### config.mk
export PLATFORM = sky130hd
export DESIGN_NAME = seq_arith_unit
export DESIGN_NICKNAME = d
export VERILOG_FILES = /design/src/rtl/arith_pkg.sv /design/src/rtl/addsub_n.sv /design/src/rtl/seq_arith_unit.sv
export SDC_FILE = /design/constraint.sdc
export NUM_CORES = 1
export LEC_CHECK = 0
export ABC_AREA = 1
export BUFFER_PORTS_ARGS = -buffer_cell sky130_fd_sc_hd__buf_2
export CORE_MARGIN = 5
export CORE_UTILIZATION = 55
export DETAILED_ROUTE_END_ITERATION = 10
export MAX_ROUTING_LAYER = met4
export PLACE_DENSITY = 0.76
export SKIP_LAST_GASP = 1
export SLEW_MARGIN = 20
export SYNTH_ARGS = -nofsm -noshare
export SYNTH_HDL_FRONTEND = slang
export SYNTH_SLANG_ARGS = --single-unit
### constraint.sdc
create_clock -name clk -period 5.9 [get_ports clk]
set_input_delay 1.18 -clock clk [delete_from_list [all_inputs] [get_ports clk]]
set_output_delay 1.18 -clock clk [all_outputs]
set_load 0.1 [all_outputs]
### src/rtl/arith_pkg.sv
// Shared definitions for the sequential arithmetic unit.
//   OP_*    : 2-bit opcode encodings presented on the op port
//   state_t : controller state encoding
package arith_pkg;

    localparam logic [1:0] OP_ADD = 2'b00;
    localparam logic [1:0] OP_SUB = 2'b01;
    localparam logic [1:0] OP_MUL = 2'b10;
    localparam logic [1:0] OP_DIV = 2'b11;

    typedef enum logic [1:0] {
        IDLE = 2'b00,
        CALC = 2'b01,
        DONE = 2'b10
    } state_t;

endpackage

### src/rtl/addsub_n.sv
// N-bit ripple-carry adder/subtractor.
//   x, y  : operands
//   mode  : 0 -> s = x + y + cin, 1 -> s = x - y - cin
//   cin   : carry-in (add) or borrow-in (sub)
//   s     : N-bit sum/difference
//   cout  : carry-out (add) or borrow-out (sub)
module addsub_n #(
    parameter int N = 4
) (
    input  logic [N-1:0] x,
    input  logic [N-1:0] y,
    input  logic         mode,
    input  logic         cin,
    output logic [N-1:0] s,
    output logic         cout
);

    logic [N-1:0] y_eff;
    logic [N:0]   c;

    // Subtraction is x + ~y + 1; borrow is the inverted carry.
    always_comb begin
        y_eff = y ^ {N{mode}};
        c     = '0;
        c[0]  = cin ^ mode;
        s     = '0;
        for (int i = 0; i < N; i++) begin
            s[i]   = x[i] ^ y_eff[i] ^ c[i];
            c[i+1] = (x[i] & y_eff[i]) | (c[i] & (x[i] ^ y_eff[i]));
        end
        cout = c[N] ^ mode;
    end

endmodule

### src/rtl/seq_arith_unit.sv
// Multi-cycle add/sub/mul/div unit sharing one N-bit adder/subtractor.
//   clk, rst      : clock, synchronous active-high reset
//   start, op     : request and operation select (sampled in IDLE only)
//   a, b          : N-bit operands
//   busy          : high while not IDLE
//   done          : one-cycle completion pulse
//   result        : 2N-bit result (div: {remainder, quotient})
//   flag          : carry (add) / borrow (sub), 0 otherwise
//   err           : divide-by-zero
//
// state | meaning
// IDLE  | waiting for start; add/sub evaluated on the accept edge
// CALC  | one multiply/divide bit per cycle, down-counter terminates at 1
// DONE  | done pulse, outputs freshly valid
module seq_arith_unit
    import arith_pkg::*;
#(
    parameter int N = 4
) (
    input  logic         clk,
    input  logic         rst,
    input  logic         start,
    input  logic [1:0]   op,
    input  logic [N-1:0] a,
    input  logic [N-1:0] b,
    output logic         busy,
    output logic         done,
    output logic [2*N-1:0] result,
    output logic         flag,
    output logic         err
);

    localparam int CW = $clog2(N) + 1;

    state_t         state_q, state_d;
    logic [1:0]     op_q, op_d;
    logic [N-1:0]   opnd_q, opnd_d;   // multiplicand (mul) or divisor (div)
    logic [N-1:0]   hi_q, hi_d;       // partial product high / remainder
    logic [N-1:0]   lo_q, lo_d;       // multiplier / quotient, shifted in place
    logic [CW-1:0]  cnt_q, cnt_d;
    logic [2*N-1:0] result_q, result_d;
    logic           flag_q, flag_d;
    logic           err_q, err_d;
    logic           busy_q, busy_d;
    logic           done_q, done_d;

    logic [N-1:0]   as_x, as_y, as_s;
    logic           as_mode, as_co;
    logic [N-1:0]   trial_x;
    logic           fits;

    addsub_n #(.N(N)) u_addsub (
        .x    (as_x),
        .y    (as_y),
        .mode (as_mode),
        .cin  (1'b0),
        .s    (as_s),
        .cout (as_co)
    );

    always_comb begin
        state_d  = state_q;
        op_d     = op_q;
        opnd_d   = opnd_q;
        hi_d     = hi_q;
        lo_d     = lo_q;
        cnt_d    = cnt_q;
        result_d = result_q;
        flag_d   = flag_q;
        err_d    = err_q;
        as_x     = a;
        as_y     = b;
        as_mode  = (op == OP_SUB);
        // Divide step: shift remainder left, bring in next dividend bit.
        trial_x  = {hi_q[N-2:0], lo_q[N-1]};
        fits     = 1'b0;

        case (state_q)
            IDLE: begin
                if (start) begin
                    op_d = op;
                    case (op)
                        OP_ADD: begin
                            result_d = {{(N-1){1'b0}}, as_co, as_s};
                            flag_d   = as_co;
                            err_d    = 1'b0;
                            state_d  = DONE;
                        end
                        OP_SUB: begin
                            result_d = {{N{1'b0}}, as_s};
                            flag_d   = as_co;
                            err_d    = 1'b0;
                            state_d  = DONE;
                        end
                        OP_MUL: begin
                            opnd_d  = a;
                            hi_d    = '0;
                            lo_d    = b;
                            cnt_d   = CW'(N);
                            state_d = CALC;
                        end
                        default: begin
                            if (b == '0) begin
                                result_d = {a, {N{1'b1}}};
                                flag_d   = 1'b0;
                                err_d    = 1'b1;
                                state_d  = DONE;
                            end else begin
                                opnd_d  = b;
                                hi_d    = '0;
                                lo_d    = a;
                                cnt_d   = CW'(N);
                                state_d = CALC;
                            end
                        end
                    endcase
                end
            end
            CALC: begin
                if (op_q == OP_MUL) begin
                    as_x    = hi_q;
                    as_y    = lo_q[0] ? opnd_q : '0;
                    as_mode = 1'b0;
                    hi_d    = {as_co, as_s[N-1:1]};
                    lo_d    = {as_s[0], lo_q[N-1:1]};
                end else begin
                    as_x    = trial_x;
                    as_y    = opnd_q;
                    as_mode = 1'b1;
                    // A set remainder MSB means the shifted value is >= 2^N,
                    // which always exceeds the divisor.
                    fits    = hi_q[N-1] | ~as_co;
                    hi_d    = fits ? as_s : trial_x;
                    lo_d    = {lo_q[N-2:0], fits};
                end
                cnt_d = cnt_q - CW'(1);
                if (cnt_q == CW'(1)) begin
                    result_d = {hi_d, lo_d};
                    flag_d   = 1'b0;
                    err_d    = 1'b0;
                    cnt_d    = '0;
                    state_d  = DONE;
                end
            end
            default: begin
                state_d = IDLE;
            end
        endcase

        busy_d = (state_d != IDLE);
        done_d = (state_d == DONE);
    end

    always_ff @(posedge clk) begin
        if (rst) begin
            state_q  <= IDLE;
            op_q     <= OP_ADD;
            opnd_q   <= '0;
            hi_q     <= '0;
            lo_q     <= '0;
            cnt_q    <= '0;
            result_q <= '0;
            flag_q   <= 1'b0;
            err_q    <= 1'b0;
            busy_q   <= 1'b0;
            done_q   <= 1'b0;
        end else begin
            state_q  <= state_d;
            op_q     <= op_d;
            opnd_q   <= opnd_d;
            hi_q     <= hi_d;
            lo_q     <= lo_d;
            cnt_q    <= cnt_d;
            result_q <= result_d;
            flag_q   <= flag_d;
            err_q    <= err_d;
            busy_q   <= busy_d;
            done_q   <= done_d;
        end
    end

    assign busy   = busy_q;
    assign done   = done_q;
    assign result = result_q;
    assign flag   = flag_q;
    assign err    = err_q;

endmodule

==> results of run 1 <==
flip-flops by register name (all words and copies together) (netlist names):
signal,count
busy,1
err,1
lo_q,4
cnt_q,3
flag,1
op_q,2
done,1
result,8
hi_q,4
opnd_q,4
state_q,2
worst max-delay path by stage:
stage,start,end,slack [ps]
after CTS,op[1],result[4],2470
final,op[1],result[4],2450
after global placement,op[1],result[4],2220
after global routing,op[1],hi_q[0],2240
after floorplan,op[1],result[4],2490
after detailed placement,op[1],result[4],2120
power by group through the flow:
stage / combinational, W / clock [W] / sequential [W]
floorplan: 0.000151 / 0 / 0.000309
global placement: 0.000266 / 0 / 0.000252
detailed placement: 0.000268 / 0 / 0.000252
CTS: 0.000269 / 0.000166 / 0.000248
global route: 0.000296 / 0.000177 / 0.000251
finish: 0.000270 / 0.000162 / 0.000248
cell usage after synthesis, drive strengths merged:
cell type and count:
xnor2 2, nor3 1, o21a 3, clkbuf 3, ha 2, a21oi 22
a221oi 1, inv 38, fa 3, xor2 1, o211ai 2, o221ai 1
o22ai 2, nand2 75, o21ai 27, buf 4, nand3b 1, a31oi 3
a211oi 1, dfxtp 31, or2 2, o21bai 2, nor2 27, nand3 25
a22oi 3, a311oi 1, nand4 2
cell families after synthesis:
group / count (synthesis)
adders and majority gates: 5
and+or+nand+nor: 133
xor gates and xnor gates: 3
DFF: 31
buffers and inverters: 45
AOI/OAI and AO/OA: 68
stage by stage:
stage	std cells	hold WS (ps)	area [µm²]	util, %	total power (W)
finish	355	466	2140	63.5	0.000681
global route	355	490	2140	63.5	0.000724
detailed placement	348	456	2060	61.4	0.000520
floorplan	285	444	1920	-	0.000461
CTS	355	470	2140	63.5	0.000682
global placement	348	454	2060	61.4	0.000518
per-layer routing:
layer | part of all wire, % | wire (µm)
met4 | 2.2 | 112
met3 | 7.3 | 364
met1 | 42 | 2070
met5 | 0 | 0
met2 | 49 | 2440
area by class of cell:
| class | count | area, µm² |
|---|---|---|
| repair buffers | 24 | 120 |
| clock inverters | 1 | 30.0 |
| flip-flops and latches | 31 | 621 |
| well taps | 46 | 57.6 |
| multi-input cells | 209 | 1120 |
| fillers | 341 | 1230 |
| inverters | 38 | 143 |
| clock buffers | 6 | 41.3 |
cells in the final DEF (no fill, tap or decap), types with 2 or more instances in the layout:
cell type and count:
nand3_2 4, nand2_1 66, xnor2_1 2, dfxtp_1 31
fa_1 3, nand4_1 2, nor2_1 24, nand2_2 7
o21a_1 3, or2_2 2, o21bai_1 2, ha_1 2
inv_1 33, nor2_2 2, clkbuf_4 5, inv_2 5
nand3_1 20, o211ai_1 2, o21ai_0 25, buf_2 24
a31oi_1 3, o22ai_1 2, o21ai_1 2, nand2_4 2
a21oi_1 21, a22oi_1 3
worst max-delay path, delay by kind of cell:
family	cells	cell delay (ps)
xor+xnor	1	200
simple gates	8	790
compound gates	1	120
fa+ha+maj	3	1010
buf+inv	4	410
==> run metrics, run 1 <==
status finished clean; Fin. Hold Viols 0; worst hold path type reg2reg; port bufs 24; critical path required time 6170 ps; initial antenna violation count 0; Pint 0.000393 W; hold depth 2; Cell Pwr Density 319 mW/mm²; Setup Slack @ Placement 2120 ps; GRT Util Overall 22.4%; clock sink count 31; number of setup buffers added after CTS 0; vias per inst 5.55; reg-to-reg endpoint result[4]; # H-tree levels 2; Psw 0.000288 W; WS Path Type in2reg; Post-Synthesis Cells 285; Die H 69.1 µm; synth-to-layout area growth 11.4%; Setup crit end kind flip-flop; synthesized area 0.00192 mm²; Adder-Cell Fraction of Synth Area 4.44%; post-DP HPWL 3730 µm; Die X 69.1 µm; Worst Path Arrival 3720 ps; Worst Path Max Fanout 8; final period utilization 58.5%; unrepaired setup endpoints after global routing false; first-pass GRT wire length 8520 µm; LEAKAGE 1.03 nW; Synth top area share 32.4%; main combinational cell family by area after synthesis simple AND/OR/NAND/NOR gates; Nets 327; pin count of the biggest net entering global routing 19; highest clock rate 290 MHz; Clock power frac 23.9%; Mapped Avg Cell Area 6.73 µm²; Post-Route WL 4990 µm; synth unique cells 36; Syn Nets 303; Slew headroom 68.2%; grt peak-use layer met2; met3 GRT Util 5.67%; compound-cell area share of the yosys netlist 20.3%; hold buffers post-CTS 0; Core Rows 21; Clk pin slew, worst setup/hold paths 90 ps; hold_sp result[2]; Hold EP result[2]; Routed wire per std cell 14.1 µm; GRT met2 Usage 35.5%; worst slew pin tran 476 ps; Root Driver clkbuf_4; Setup TNS 0 ps; drt first pass iters 4; MaxCap Viol Count 0; min cycle time layout 3450 ps; Setup violations, final 0; ANT cells 0; Die Area 0.00477 mm²; final worst slack 2450 ps; mux cell area share after synthesis 0%; drc violations 0; Antenna Violating Nets Remaining 0; Peak VDD IR 0.166 mV; register share of total power 36.5%; register area share after synthesis 32.4%; clk_skew 16.9 ps; post-CTS sizing 0; vias in the first global route 1834; crit path max-delay cell type fa_1; top post-synthesis cells by area dfxtp_1 32%, nand2_1 13%, o21ai_0 6.5%; gpl congestion 0.911; GR Util met1 27.9%; crit path launch type input port; GR Overflow Total 0; Pins Over Slew Limit 0; worst reg2reg setup slack 2590 ps; ratio of cells with drive above 1 in the final layout 17.8%; CP max stage delay 440 ps; Starting Density 57.0%; worst skew pair latency 340 ps; post-synthesis simple-gate area fraction 32.5%; Clock Path Buffers 2; sw frac 42.2%; flops & latches, synth 31; cts bufs inserted 5; DRT iter0 DRCs 163; I/O pin count 25; Yosys top cell by area dfxtp_1; Yosys Warn Count 0; CTS tree yes; R2R depth 15; Comb pwr share 39.7%; core area 0.00336 mm²; Reg2Reg Launch Point state_q[1]; XOR/XNOR share of the synthesized area 1.37%; detailed-route via count 1970; critical path, cell by cell buf_2 -> inv_2 -> nand2_1 -> nand2_2 -> nand2_4 -> xor2_1 -> fa_1 -> inv_1 -> fa_1 -> fa_1 -> inv_1 -> nand3_1 -> nand2_2 -> nand3_1 -> nand3_2 -> nand3_1 -> a21oi_2
(Power assumes the default switching activity.)
==> run 2: changes to the inputs <==
--- a/config.mk
+++ b/config.mk
@@ -8,7 +8,7 @@
 export ABC_AREA = 1
 export BUFFER_PORTS_ARGS = -buffer_cell sky130_fd_sc_hd__buf_2
 export CORE_MARGIN = 5
-export CORE_UTILIZATION = 55
+export CORE_UTILIZATION = 52
 export DETAILED_ROUTE_END_ITERATION = 10
 export MAX_ROUTING_LAYER = met4
 export PLACE_DENSITY = 0.76
==> constraint.sdc (replaced) <==
create_clock -name clk -period 3 [get_ports clk]
set_input_delay 0.6 -clock clk [delete_from_list [all_inputs] [get_ports clk]]
set_output_delay 0.6 -clock clk [all_outputs]
set_load 0.1 [all_outputs]
==> run metrics, run 2 (synthesis gave the netlist of run 1 again) <==
Setup crit end kind flip-flop; gpl congestion 1.04 (+15%); CP max stage delay 410 ps (-30 ps); met3 GRT Util 5.82% (+0.16 points); Post-Route WL 5930 µm (+19%); # H-tree levels 2 (unchanged); cts bufs inserted 5 (unchanged); vias in the first global route 1899 (+3.5%); DRT iter0 DRCs 218 (+34%); GR Util met1 27.9% (-0.046 points); CTS tree yes; worst hold path type reg2reg; Slew headroom 67.7% (-0.50 points); worst skew pair latency 290 ps (-50 ps); first-pass GRT wire length 8910 µm (+4.5%); Die X 70.7 µm (+2.4%); Clock Path Buffers 2 (unchanged); max FFs per register 8 (unchanged); final worst slack 104 ps (-2350 ps); min cycle time layout 2900 ps; crit path max-delay cell type fa_2; WS Path Type reg2reg; drc violations 0 (unchanged); GRT met2 Usage 37.0% (+1.5 points); post-DP HPWL 4060 µm (+9.0%); ratio of cells with drive above 1 in the final layout 32.8% (+15 points); I/O pin count 25 (unchanged); initial antenna violation count 0 (unchanged); Root Driver clkbuf_8; pin count of the biggest net entering global routing 19 (unchanged); most frequent cells in the layout 61 x nand2_1, 30 x inv_1, 29 x dfxtp_1; Die H 70.7 µm (+2.4%); PnR Total Power 0.00154 W (+130%); critical path required time 3230 ps (-2940 ps); vias per inst 5.61 (+1.1%); clk_skew 7.25 ps (-9.65 ps); Antenna Violating Nets Remaining 0 (unchanged); detailed-route via count 2131 (+8.2%); clock sink count 31 (unchanged); FILL cells 303 (-11%); MaxCap Viol Count 0 (unchanged); most repeated library cell on the critical path nand3_2; commonest non-fill, non-tap cell in the layout nand2_1; Peak VDD IR 0.438 mV (+160%); GRT Util Overall 23.2% (+0.86 points); port bufs 24 (unchanged); synth-to-layout area growth 28.6%; Setup Slack @ Placement -79.2 ps (-2200 ps); Starting Density 53.2% (-3.8 points); crit path launch type flip-flop; Routed wire per std cell 15.6 µm (+11%); Fin. Hold Viols 0 (unchanged); Nets 350 (+7.0%); Die Area 0.00500 mm² (+4.9%); status finished clean; core area 0.00361 mm² (+7.2%); critical path, cell by cell inv_2 -> nor2_4 -> buf_6 -> buf_6 -> nand3_2 -> nand3_2 -> nand2_2 -> o21a_1 -> fa_2 -> inv_2 -> fa_2 -> fa_2 -> inv_2 -> nand2_2 -> nand3_4 -> nand3_2 -> nand3_2 -> nand3_2 -> a21oi_2; ANT cells 0 (unchanged); Pins Over Slew Limit 0 (unchanged); LEAKAGE 1.17 nW (+14%); highest clock rate 345 MHz; Setup violations, final 0 (unchanged); drt first pass iters 7 (+3); Clk pin slew, worst setup/hold paths 70 ps (-20 ps); Worst Path Arrival 3120 ps (-600 ps); Cell Pwr Density 625 mW/mm² (+96%); Setup TNS 0 ps (unchanged); Seq. cell area 628 µm² (+1.2%); final period utilization 96.5%; GR Overflow Total 0 (unchanged); grt peak-use layer met2; worst slew pin tran 489 ps (+12.5 ps); area taken by multi-input logic gates 0.00123 mm² (+9.5%); Core Util, Final 68.4% (+4.9 points); Core Rows 22 (+4.8%); Worst Path Max Fanout 7 (-1)
==> run 2: layout make-up <==
cell class	instances	area share [%]
sequential	31	25.5
timing repair buffer	47	12.3
tap	48	2.43
inverter	38	5.78
clock buffer	6	2.94
clock inverter	1	1.22
multi-input combinational	209	49.8
==> run 2: routing by layer <==
| layer | part of all wire, % | vias to the layer above |
|---|---|---|
| met1 | 41 | 982 |
| met3 | 7.5 | 26 |
| met4 | 4.0 | 0 |
| li1 | - | 1026 |
| met5 | 0 | - |
| met2 | 48 | 97 |
==> run 2: timing repair <==
item / in CTS / in global routing
setup endpoints to repair: 9 / 12
buffers inserted: 1 / 4
endpoints found under the hold margin: 0 / 0
resized for setup: 2 / 35
cloned: 0 / 0
pin swaps: 1 / 19
hold buffers: 0 / 0
==> run 2: critical path, delay by kind of cell (launching register included) <==
kind	cells	cell delay [ps]
buffers and inverters	5	450
AO/OA/AOI/OAI	2	290
flip-flops	1	360
adder cells (fa/ha/maj)	3	970
AND/OR/NAND/NOR	9	730
==> run 2: final timing paths <==
path / slack (ps) / to / cells after the start / startpoint
worst max-delay path: 100 / result[4] / 19 / state_q[0]
worst min-delay path: 470 / result[1] / 2 / result[1]
worst max register to register: 100 / result[4] / 19 / state_q[0]
worst min register to register: 470 / result[1] / 2 / result[1]
==> run 2: power breakdown <==
| part | switching, W | total (W) | internal, W |
|---|---|---|---|
| registers | 0.0000334 | 0.000490 | 0.000456 |
| clock network | 0.000159 | 0.000402 | 0.000243 |
| logic | 0.000440 | 0.000649 | 0.000209 |
| total | 0.000633 | 0.00154 | 0.000908 |
==> run 2: per-stage QoR <==
stage | instances | cell area [µm²] | hold slack (ps)
after detailed placement | 369 | 2210 | 458
final | 380 | 2470 | 466
after global placement | 369 | 2210 | 453
after CTS | 377 | 2330 | 467
after global routing | 380 | 2470 | 484
after floorplan | 285 | 1920 | 444
==> run 3: changes to the inputs <==
--- a/config.mk
+++ b/config.mk
@@ -5,13 +5,13 @@
 export SDC_FILE = /design/constraint.sdc
 export NUM_CORES = 1
 export LEC_CHECK = 0
-export ABC_AREA = 1
+export ABC_AREA = 0
 export BUFFER_PORTS_ARGS = -buffer_cell sky130_fd_sc_hd__buf_2
 export CORE_MARGIN = 5
-export CORE_UTILIZATION = 52
+export CORE_UTILIZATION = 51
 export DETAILED_ROUTE_END_ITERATION = 10
 export MAX_ROUTING_LAYER = met4
-export PLACE_DENSITY = 0.76
+export PLACE_DENSITY = 0.75
 export SKIP_LAST_GASP = 1
 export SLEW_MARGIN = 20
 export SYNTH_ARGS = -nofsm -noshare
==> run metrics, run 3 <==
vias per inst 5.74 (+2.3%); first-pass GRT wire length 8160 µm (-8.4%); Die H 69.7 µm (-1.4%); synth unique cells 43 (+19%); Setup violations, final 11 (+11); ratio of cells with drive above 1 in the final layout 31.2% (-1.6 points); register area share after synthesis 34.1% (+1.7 points); Post-synth ARST share 0% (unchanged); gpl congestion 0.906 (-13%); clock sink count 31 (unchanged); top post-synthesis cells by count 33 x a21oi_1, 33 x nand2_1, 31 x dfxtp_1, 30 x nor2_1, 12 x clkbuf_1; Yosys top cell by area dfxtp_1; critical path required time 3280 ps (+50 ps); Fin. Hold Viols 0 (unchanged); status finished, violations left; Antenna Violating Nets Remaining 0 (unchanged); Worst Path Arrival 3650 ps (+530 ps); Slew headroom 53.9% (-14 points); Routed wire per std cell 15.3 µm (-1.6%); drc violations 0 (unchanged); crit path max-delay cell type or3b_4; final period utilization 112% (+16 points); Post-Synthesis Cells 233 (-18%); MaxCap Viol Count 0 (unchanged); Core Rows 21 (-4.5%); clk_skew 6.95 ps (-0.297 ps); port bufs 24 (unchanged); kind of cell with the highest combined delay on the critical path adder cells; worst slew pin tran 688 ps (+200 ps); Post-synth top flop dfxtp_1; CP Launch Point lo_q[0]; top post-synthesis cells by area dfxtp_1 34%, a21oi_1 9.1%, nand2_1 6.8%; Post-synth EDFFs 0 (unchanged); detailed-route via count 1882 (-12%); Clk pin slew, worst setup/hold paths 100 ps (+30 ps); cts bufs inserted 5 (unchanged); CTS tree yes; CP endpoint result[7]; CP max stage delay 410 ps (about the same); vias in the first global route 1673 (-12%); Die Area 0.00486 mm² (-2.8%); # H-tree levels 2 (unchanged); most repeated library cell on the critical path fa_2; PnR Total Power 0.00123 W (-20%); Fin Hold WS 455 ps (-11.1 ps); pin count of the biggest net entering global routing 32 (+13); most frequent cells in the layout 33 x nand2_1, 30 x a21oi_1, 30 x nor2_1, 30 x buf_4, 28 x dfxtp_1; post-DP HPWL 3620 µm (-11%); drt first pass iters 4 (-3); post-placement cell area 0.00218 mm² (-1.1%); I/O pin count 25 (unchanged); commonest non-fill, non-tap cell in the layout nand2_1; Syn Nets 251 (-17%); Post-Route WL 5030 µm (-15%); Synth top area share 34.1% (+1.7 points); flops & latches, synth 31 (unchanged); Worst Path Max Fanout 6 (-1); design area 0.00233 mm² (-5.7%); crit path launch type flip-flop; Yosys Warn Count 0 (unchanged); critical path, cell by cell or3b_4 -> and3_4 -> a21oi_2 -> xor2_1 -> fa_2 -> inv_2 -> fa_2 -> fa_2 -> nor2b_4 -> mux2_4 -> mux2i_1 -> a2111o_1 -> a21oi_2; LEAKAGE 0.989 nW (-16%); Setup crit end kind flip-flop; Starting Density 53.7% (+0.52 points); Buf/Inv on CP 1 (-4); Mapped Avg Cell Area 7.81 µm² (+16%); hold buffers post-CTS 0 (unchanged); Nets 300 (-14%); final worst slack -371 ps (-475 ps); WP depth 13 (-6); violations in the final reports negative setup slack; DRT iter0 DRCs 180 (-17%); min cycle time layout 3370 ps (+475 ps); unrepaired setup endpoints after global routing true; worst hold path type reg2reg; synth-to-layout area growth 27.8%; Clock Path Buffers 2 (unchanged); Pins Over Slew Limit 0 (unchanged); ANT cells 0 (unchanged); synthesized area 0.00182 mm² (-5.1%); Die X 69.7 µm (-1.4%); Reg2Reg Launch Point lo_q[0]; Cell Pwr Density 528 mW/mm² (-15%); WS Path Type reg2reg; Root Driver clkbuf_4; Peak VDD IR 0.261 mV (-40%); core area 0.00339 mm² (-6.0%); reg-to-reg endpoint result[7]; highest clock rate 297 MHz (-14%); R2R depth 13 (-6); worst skew pair latency 340 ps (+50 ps); GRT Util Overall 21.7% (-1.5 points); initial antenna violation count 0 (unchanged); worst reg2reg setup slack -370 ps (-480 ps); max FFs per register 8 (unchanged); GR Overflow Total 0 (unchanged)
## run 3: changes by cell type after synthesis, moves of 9 or more
cell	previous run	this run
nand2_1	66	33
inv_1	33	5
o21ai_0	25	4
nand3_1	20	7
a21oi_1	21	33
mux2i_1	0	10
clkbuf_1	3	12
## run 3: worst min-delay path by stage
stage / startpoint / end / slack (ps) / cells after the start
2_1_floorplan: op_q[1] / op_q[1] / 450 / 2
3_3_place_gp: result[0] / result[0] / 440 / 2
3_5_place_dp: result[0] / result[0] / 440 / 2
4_1_cts: result[0] / result[0] / 450 / 2
5_1_grt: result[0] / result[0] / 480 / 2
6_report: result[2] / result[2] / 450 / 2
## run 3: layout make-up
class	count	area (µm²)
multi-input cells	183	1200
fillers	269	1060
flip-flops and latches	31	624
repair buffers	56	368
well taps	46	57.6
clock buffers	6	51.3
inverters	5	18.8
clock inverters	1	5.00
## run 3: cell families after synthesis
| family | after synthesis | share of synthesized area (%) |
|---|---|---|
| XOR/XNOR | 6 | 2.89 |
| adder cells (fa/ha/maj) | 5 | 4.67 |
| multiplexers | 13 | 8.18 |
| buffers and inverters | 19 | 4.40 |
| flip-flops | 31 | 34.1 |
| AND/OR/NAND/NOR | 97 | 24.5 |
| AO/OA/AOI/OAI | 62 | 21.2 |
## run 3: per-stage QoR
stage                     instances  utilization, %  TNS [ps]  setup slack [ps]
final                           328            68.6     -2800              -371
after global routing            328            68.6     -4220              -504
after CTS                       327            67.0     -2940              -388
after detailed placement        318            64.5     -3330              -426
after global placement          318            64.5     -2730              -353
after floorplan                 233               -     -1560              -274
## run 3: worst reg2reg max path: stages (launching register included)
cell      delay (ps)
dfxtp_2          340
or3b_4           410
and3_4           190
a21oi_2          110
xor2_1           200
fa_2             230
inv_2             40
fa_2             350
fa_2             350
nor2b_4          130
mux2_4           320
mux2i_1          150
a2111o_1         380
a21oi_2          110
## run 3: metal layers
metal  GRT usage, %  part of all wire [%]  wire, µm
met2           31.5                    45      2270
met3           6.52                   7.0       354
met4           10.4                   3.9       198
met1           27.5                    44      2210
met5              -                     0         0
## run 3: power by group
part	switching (W)	internal [W]	total [W]
Combinational	0.000304	0.000200	0.000504
Clock	0.000150	0.000108	0.000259
Sequential	0.0000204	0.000445	0.000465
## run 3: what timing repair did
action | 4_1_cts | 5_1_grt
setup endpoints to repair | 12 | 12
setup buffers | 2 | 2
pin swaps | 5 | 7
gates resized for setup | 6 | 11
